[config.mk]
export PLATFORM = sky130hd
export DESIGN_NAME = fetch_stage
export DESIGN_NICKNAME = d
export VERILOG_FILES = /design/src/rtl/cpu_pkg.sv /design/src/rtl/fetch_queue.sv /design/src/rtl/fetch_stage.sv
export SDC_FILE = /design/constraint.sdc
export NUM_CORES = 1
export LEC_CHECK = 0
export CORE_ASPECT_RATIO = 0.8
export CORE_MARGIN = 4
export CORE_UTILIZATION = 47
export CTS_CLUSTER_SIZE = 30
export DETAILED_ROUTE_END_ITERATION = 8
export PLACE_DENSITY = 0.77
export SLEW_MARGIN = 10
export SYNTH_ARGS = -nofsm -noshare
export SYNTH_HDL_FRONTEND = slang
export SYNTH_SLANG_ARGS = --single-unit
[constraint.sdc]
create_clock -name i_clk -period 2.91 [get_ports i_clk]
set_input_delay 0.4365 -clock i_clk [delete_from_list [all_inputs] [get_ports i_clk]]
set_output_delay 0.4365 -clock i_clk [all_outputs]
set_load 0.02 [all_outputs]
[src/rtl/cpu_pkg.sv]
// Shared CPU definitions: instruction word format, the "no instruction"
// encoding presented on an empty pipeline slot, and the fetch FSM encoding.
package cpu_pkg;
    localparam int                 INSTR_W   = 16;
    localparam logic [3:0]         OPC_NONE  = 4'b1111;
    localparam logic [INSTR_W-1:0] NOP_INSTR = {OPC_NONE, 12'h000};

    localparam logic [0:0] FS_IDLE = 1'b0;
    localparam logic [0:0] FS_WAIT = 1'b1;

    function automatic logic [3:0] opcodeOf(input logic [INSTR_W-1:0] instr);
        return instr[INSTR_W-1:INSTR_W-4];
    endfunction
endpackage

[src/rtl/fetch_queue.sv]
// Two-entry FIFO between the fetch logic and the IF/ID outputs; slot 0 is
// always the head, so a pop shifts slot 1 forward.
module fetch_queue
    import cpu_pkg::*;
#(
    parameter int DATA_W = 24
) (
    input  logic              clk_i,
    input  logic              rst_i,
    input  logic              flush_i,
    input  logic              push_i,
    input  logic [DATA_W-1:0] pushData_i,
    input  logic              pop_i,
    output logic [DATA_W-1:0] head_o,
    output logic              full_o,
    output logic              empty_o,
    output logic [1:0]        count_o
);
    logic [DATA_W-1:0] slot0_q, slot0_d, slot1_q, slot1_d;
    logic [1:0]        count_q, count_d, occAfterPop;
    logic              doPop, doPush;

    // Pop happens before push, so a simultaneous push/pop on a full queue is legal.
    always_comb begin
        slot0_d     = slot0_q;
        slot1_d     = slot1_q;
        count_d     = count_q;
        doPop       = pop_i && (count_q != 2'd0);
        doPush      = push_i && ((count_q != 2'd2) || doPop);
        occAfterPop = count_q - {1'b0, doPop};
        if (flush_i) begin
            count_d = 2'd0;
        end else begin
            if (doPop) begin
                slot0_d = slot1_q;
            end
            if (doPush) begin
                if (occAfterPop == 2'd0) begin
                    slot0_d = pushData_i;
                end else begin
                    slot1_d = pushData_i;
                end
            end
            count_d = count_q + {1'b0, doPush} - {1'b0, doPop};
        end
    end

    always_ff @(posedge clk_i) begin
        if (rst_i) begin
            slot0_q <= '0;
            slot1_q <= '0;
            count_q <= 2'd0;
        end else begin
            slot0_q <= slot0_d;
            slot1_q <= slot1_d;
            count_q <= count_d;
        end
    end

    assign head_o  = slot0_q;
    assign full_o  = (count_q == 2'd2);
    assign empty_o = (count_q == 2'd0);
    assign count_o = count_q;
endmodule

[src/rtl/fetch_stage.sv]
// Instruction fetch stage: at most one instruction-memory read in flight,
// responses tagged with an epoch so reads made before a redirect are dropped.
module fetch_stage
    import cpu_pkg::*;
#(
    parameter int                ADDR_W   = 8,
    parameter logic [ADDR_W-1:0] RESET_PC = '0
) (
    input  logic               i_clk,
    input  logic               i_rst,
    input  logic               i_run,
    input  logic               i_stall,
    input  logic               i_branch_taken,
    input  logic [ADDR_W-1:0]  i_branch_target,
    output logic               o_imem_req,
    output logic [ADDR_W-1:0]  o_imem_addr,
    input  logic               i_imem_rvalid,
    input  logic [INSTR_W-1:0] i_imem_rdata,
    output logic               o_valid,
    output logic [INSTR_W-1:0] o_instr,
    output logic [ADDR_W-1:0]  o_pc
);
    localparam int ENTRY_W = ADDR_W + INSTR_W;

    logic [0:0]         state_q, state_d;
    logic [ADDR_W-1:0]  pc_q, pc_d, reqPc_q, reqPc_d, outPc_q;
    logic               epoch_q, epoch_d, reqEpoch_q, reqEpoch_d;

    logic [ENTRY_W-1:0] qHead;
    logic               qFull, qEmpty;
    logic [1:0]         qCount;
    logic               rspDone, push, pop, issue;
    logic [2:0]         occNext;

    // Room is judged on occupancy after this cycle's pop and push, which
    // guarantees the slot is still free whenever the response comes back.
    always_comb begin
        rspDone = (state_q == FS_WAIT) && i_imem_rvalid;
        pop     = !qEmpty && !i_stall && !i_branch_taken && !i_rst;
        push    = rspDone && (reqEpoch_q == epoch_q) && !i_branch_taken && !i_rst
                  && (!qFull || pop);
        occNext = {1'b0, qCount} + {2'b0, push} - {2'b0, pop};
        issue   = !i_rst && !i_branch_taken && i_run && (occNext < 3'd2)
                  && ((state_q == FS_IDLE) || rspDone);
    end

    always_comb begin
        state_d    = state_q;
        pc_d       = pc_q;
        epoch_d    = epoch_q;
        reqPc_d    = reqPc_q;
        reqEpoch_d = reqEpoch_q;
        if (i_branch_taken) begin
            pc_d    = i_branch_target;
            epoch_d = ~epoch_q;
            if (rspDone) begin
                state_d = FS_IDLE;
            end
        end else if (issue) begin
            state_d    = FS_WAIT;
            pc_d       = pc_q + 1'b1;
            reqPc_d    = pc_q;
            reqEpoch_d = epoch_q;
        end else if (rspDone) begin
            state_d = FS_IDLE;
        end
    end

    always_ff @(posedge i_clk) begin
        if (i_rst) begin
            state_q    <= FS_IDLE;
            pc_q       <= RESET_PC;
            epoch_q    <= 1'b0;
            reqPc_q    <= '0;
            reqEpoch_q <= 1'b0;
            outPc_q    <= '0;
        end else begin
            state_q    <= state_d;
            pc_q       <= pc_d;
            epoch_q    <= epoch_d;
            reqPc_q    <= reqPc_d;
            reqEpoch_q <= reqEpoch_d;
            if (!qEmpty) begin
                outPc_q <= qHead[ENTRY_W-1:INSTR_W];
            end
        end
    end

    fetch_queue #(
        .DATA_W(ENTRY_W)
    ) u_queue (
        .clk_i      (i_clk),
        .rst_i      (i_rst),
        .flush_i    (i_branch_taken),
        .push_i     (push),
        .pushData_i ({reqPc_q, i_imem_rdata}),
        .pop_i      (pop),
        .head_o     (qHead),
        .full_o     (qFull),
        .empty_o    (qEmpty),
        .count_o    (qCount)
    );

    // An empty slot shows the NONE opcode and keeps the last displayed PC.
    assign o_imem_req  = issue;
    assign o_imem_addr = issue ? pc_q : '0;
    assign o_valid     = !qEmpty;
    assign o_instr     = qEmpty ? NOP_INSTR : qHead[INSTR_W-1:0];
    assign o_pc        = qEmpty ? outPc_q : qHead[ENTRY_W-1:INSTR_W];
endmodule

# Word-level counts from Yosys, hierarchy flattened
# Cells that the tools add are included.
# totals
reg_bits,77
latch_bits,0
ram_bits,0
rom_bits,0
out_inout_bits,34
wordCells,63
n_memories,0
# classes
n_addsub,6
mul,0
n_div,0
n_lt_le_gt_ge,1
n_eq_ne,3
n_shift,0
mux,11
n_bitwise,4
reduce_logical,29
# op_table
cell,n
$mux 24,3
$mux 8,4
$mux 16,1
$logic_and 1x1->1,14
$add 8x1->8 const B,1
$logic_not 1->1,5
$logic_not 2->1,2
$not 1->1,4
$reduce_bool 2->1,2
$sub 2x1->2,2
$add 2x1->3,1
$logic_or 1x1->1,3
$lt 3x2->1 const B,1
$mux 1,3
$reduce_and 3->1,1
$sub 3x1->3,1
$add 2x1->2,1
$eq 2x2->1 const B,1
$ne 2x2->1 const B,1
$reduce_and 2->1,1
$reduce_or 2->1,1
$eq 1x1->1,1

# Longest topological paths before layout
# depth
word_depth,14
mapped_depth,13
ltp_nobuf,10

# Hierarchy
# Synthesis repeated with hierarchy kept, for this count alone.
# unflattened
cells_unflattened,402
area_unflattened_um2,3739.8
# by_module_without_submodules
mod,n_inst,cells_each,area_per_inst_um2,seq_area_each_um2
fetch_queue,1,242,2353.5,1001.0
fetch_stage,1,160,1386.3,540.5

# Least setup slack after synthesis
# Ideal clock, no wire load.
# synth_timing
kind,flip-flop to output port
start,register u_queue.count_q[1] (netlist: u_queue.count_o[1])
end,output o_imem_addr[0]
arrival_ps,2802
required_ps,2474
path_slack_ps,-329
stages_incl_launch_ff,14
cell_sequence,dfxtp_1 -> clkbuf_2 -> nor2_2 -> clkbuf_2 -> nor2b_1 -> ha_1 -> nand2b_1 -> fa_1 -> and4bb_1 -> nand3_2 -> inv_1 -> buf_2 -> nand2_1 -> inv_1
# synth_via
elab_chain_cells,13
# synth_lines
element,line,source
start: declaration,fetch_queue.sv:20,"logic [1:0] count_q, count_d, occAfterPop;"
start signal: assignment,fetch_queue.sv:56,count_q <= count_d;
$logic_not 2->1,fetch_queue.sv:62,assign empty_o = (count_q == 2'd0);
$logic_not 1->1,fetch_stage.sv:39,pop = !qEmpty && !i_stall && !i_branch_taken && !i_rst;
$logic_and 1x1->1 (3 in a row),fetch_stage.sv:39,
$logic_or 1x1->1,fetch_stage.sv:41,&& (!qFull || pop);
$logic_and 1x1->1,fetch_stage.sv:41,
$add 2x1->3,fetch_stage.sv:42,"occNext = {1'b0, qCount} + {2'b0, push} - {2'b0, pop};"
$sub 3x1->3 (*),fetch_stage.sv:42,
$lt 3x2->1 (*),fetch_stage.sv:43,issue = !i_rst && !i_branch_taken && i_run && (occNext < 3'd2)
$logic_and 1x1->1 (*),fetch_stage.sv:43,
$logic_and 1x1->1 (*),fetch_stage.sv:44,&& ((state_q == FS_IDLE) || rspDone);
via o_imem_req,fetch_stage.sv:15,"output logic o_imem_req,"
$mux 8 (*),fetch_stage.sv:106,assign o_imem_addr = issue ? pc_q : '0;
end: declaration,fetch_stage.sv:16,"output logic [ADDR_W-1:0] o_imem_addr,"
# The timed path passes the listed nets; every way through them passes the cells marked *.

# Worst setup path in the final report
# layout_timing
start,register u_queue.count_q[1] (netlist: u_queue.count_o[1])
end,output o_imem_addr[1]
# layout_via
elab_chain_cells,13
# layout_lines
element,line
$logic_not 2->1,fetch_queue.sv:62
$logic_not 1->1,fetch_stage.sv:39
$logic_and 1x1->1 (3 in a row),fetch_stage.sv:39
$logic_or 1x1->1,fetch_stage.sv:41
$logic_and 1x1->1,fetch_stage.sv:41
$add 2x1->3,fetch_stage.sv:42
$sub 3x1->3 (*),fetch_stage.sv:42
$lt 3x2->1 (*),fetch_stage.sv:43
$logic_and 1x1->1 (*),fetch_stage.sv:43
$logic_and 1x1->1 (*),fetch_stage.sv:44
$mux 8 (*),fetch_stage.sv:106
# Mark *: on every way between the ends. The rest lies on a longest branch, timed or not.

==> results.md <==
- Die W: 105.6 um
- Iter 0 DRT Violations: 164
- Die area: 9091 um^2
- Main combinational cell family by area after synthesis: simple AND/OR/NAND/NOR gates
- DP Cell Count: 555
- Core Util, Final: 64.66%
- Worst reg2reg path startpoint: u_queue.count_o[1]
- Critical Path End Type: output pin
- Clk pin slew, worst setup/hold paths: 0.07 ns
- Vias: 3,092
- Switch Pwr: 0.0004831 W
- Sw Share: 22.87%
- Layout Area Growth over Synthesis: 33.43%
- First-pass GRT wire length: 14,520 um
- Cell Area, Synth: 3582 um^2
- Post-Synth Simple-Gate Area: 19.21%
- CTS Hold Buffers Added: 0
- Final Hold Viols: 0
- Min-delay worst type: reg2reg
- Vias in the first global route: 3,063
- Root Buffer: clkbuf_8
- Part of the power in registers: 51.2%
- Syn Inst Count: 388
- Status: finished with violations
- Data arrival, critical path: 2.56 ns
- Post-Synth Adder-Cell Area: 1.956%
- H-tree Lvls: 3
- Final period util: 103.0%
- CTS buffer count: 9
- Fraction of layout cells with a size suffix above 1: 25.32%
- Fin Clk Skew: 0.008473 ns
- Int Power: 0.001629 W
- Overflow after GRT: 0
- Post-synthesis compound-gate area fraction: 16.56%
- Routed Antenna Nets: 0
- Setup Viol. Count Final: 9
- Initial antenna violation count: 0
- Placeable Area: 7392 um^2
- Failing checks: setup timing
- Die height: 86.09 um
- Layout net count: 504
- Via density: 5.340
- Commonest non-fill, non-tap cell in the layout: dfxtp_1
- Unrepaired setup endpoints after global routing: true
- DP HPWL: 5905 um
- Worst Path Max Fanout: 5
- Worst skew pair latency: 0.35 ns
- CP Launch Type: flip-flop
- Most frequent cells in the layout: dfxtp_1, clkdlybuf4s50_1, nand2_1, buf_4, inv_1
- Fin crit period: 2.996 ns
- P_leak: 1.883 nW
- Worst EP required: 2.47 ns
- Yosys warns: 0
- DRT Pass-1 Iters: 4
- Worst slew margin: 71.74%
- Yosys cell types: 48
- Cell Rows: 28
- Avg Inst Size Synth: 9.232 um^2
- Clk buf depth: 2
- Worst-case reg-to-reg path depth: 11
- DR WL/cell: 15.23 um
- Post-Route WL: 8820 um
- Fin cells: 579
- Post-synthesis mux area share: 10.06%
- Overall routing resource usage: 19.84%
- Diodes inserted: 0
- Tightest Pin Transition: 0.4239 ns
- Flop2flop setup slack: 0.16 ns
- Reg-to-reg endpoint: pc_q[6]
- IO Count: 64
- Detailed-route DRC error count: 0
- Largest net degree at the start of global routing: 48
- I/O Buffers: 63
- FFs w/ async S/R, synth: 0%
- Max Freq: 333.8 MHz
- Post-synth net total: 423
- Post-route cell area: 4780 um^2
- Critical Path End: o_imem_addr[1]
- Primary FF master, synth: dfxtp_1
- Initial Util: 48.46%
- Sink Count: 77
- Post-Synth XOR/XNOR Area: 1.432%
- CTS tree: yes
- Critical path class: reg2out
- Sequential share of the synthesized area: 43.03%
- Max-cap viol count: 0
- Area occupied by registers: 1549 um^2
- Maximum vdd drop: 0.0002515 V
- Multi-input logic area: 1849 um^2
- Synthesized flop and latch total: 77
- Gp weighted congestion: 0.8940
- Comb power frac: 7.8%
- Clock power frac: 41.0%
- CP startpoint: u_queue.count_o[1]
- Slack of the critical path: -0.08594 ns
- Hold Worst Slack: 0.4695 ns
- Post-synth EDFFs: 0
- Final slew viol count: 0
- Power per cell area: 441.9 nW/um^2
- Fill cells: 611
- Placement Cell Area: 4471 um^2
registers in the layout, summed over array words and instances, names as in the netlist, 2 cells and up:
name and cells:
u_queue.count_o 2, u_queue.head_o 24, outPc_q 8, u_queue.slot1_q 24, reqPc_q 8, pc_q 8
cells in the mapped netlist, types with 3 or more instances:
library cell | count | share of area [%]
a21o_1 | 6 | 1.3
a21oi_1 | 6 | 0.84
a31o_2 | 22 | 5.4
and2_1 | 14 | 2.4
buf_2 | 7 | 0.98
buf_6 | 4 | 1.3
clkbuf_1 | 14 | 1.5
dfxtp_1 | 77 | 43
ha_1 | 4 | 1.4
inv_1 | 32 | 3.4
mux2_2 | 8 | 2.5
mux2i_1 | 27 | 7.5
nand2_1 | 40 | 4.2
nand2b_1 | 4 | 0.70
nand4_1 | 5 | 0.87
nor2_1 | 29 | 3.0
nor2b_1 | 16 | 2.8
nor3_1 | 3 | 0.42
o221ai_1 | 25 | 6.1
or2_2 | 4 | 0.70
xnor2_1 | 3 | 0.73
area by class of cell:
type / count / area share (%)
Timing Repair inverter: 1 / 0.1571
Inverter: 32 / 2.565
Tap cell: 105 / 2.749
Timing Repair Buffer: 98 / 19.08
Multi-Input combinational cell: 250 / 38.69
Sequential cell: 77 / 32.41
Clock inverter: 4 / 1.518
Clock buffer: 12 / 2.827
per-layer routing:
layer	GRT usage [%]	part of all wire, %
met1	25.44	46
met2	33.51	49
met3	4.063	4.2
met4	6.824	1.1
met5	0	0
cell families after synthesis:
kind of cell,count (synthesis)
buf+inv,61
mux,35
simple gates,132
fa+ha+maj,5
flops,77
compound gates,73
xor+xnor,5
stage by stage:
stage	setup TNS, ns	total power [W]	setup WS, ns
2_1_floorplan	-0.02222	0.001180	-0.01639
3_3_place_gp	-9.704	0.001262	-0.8519
3_5_place_dp	-12.29	0.001264	-0.9498
4_1_cts	-1.011	0.002127	-0.1317
5_1_grt	-1.364	0.002192	-0.1705
6_report	-0.5413	0.002112	-0.08594
power groups by stage:
stage	clock network (W)	logic (W)	registers (W)
after floorplan	0	0.0000774	0.00110
after global placement	0	0.000154	0.00111
after detailed placement	0	0.000157	0.00111
after CTS	0.000884	0.000162	0.00108
after global routing	0.000930	0.000178	0.00108
final	0.000867	0.000164	0.00108
what timing repair did:
item | CTS | global route
pin swaps | 8 | 4
cloned | 1 | 0
setup buffers | 7 | 0
resized for setup | 75 | 3
setup endpoints to repair | 9 | 10
worst min-delay path by stage:
stage                    start    endpoint  cells after the start  slack, ns
global placement    reqPc_q[2]  reqPc_q[2]                      1       0.45
floorplan           reqPc_q[1]  reqPc_q[1]                      1       0.43
finish              reqPc_q[7]  reqPc_q[7]                      2       0.47
CTS                 reqPc_q[7]  reqPc_q[7]                      2       0.46
global route        reqPc_q[3]  reqPc_q[3]                      1       0.49
detailed placement  reqPc_q[7]  reqPc_q[7]                      2       0.45
critical path: stages (launching register included):
cell	delay, ns
dfxtp_4	0.36
nor2_4	0.11
nor2b_1	0.05
ha_1	0.27
nand2b_4	0.15
fa_1	0.47
and4bb_2	0.27
nand3_4	0.13
inv_4	0.12
and2_4	0.16
buf_6	0.12
Note: power is estimated with default switching activity, not from simulation.
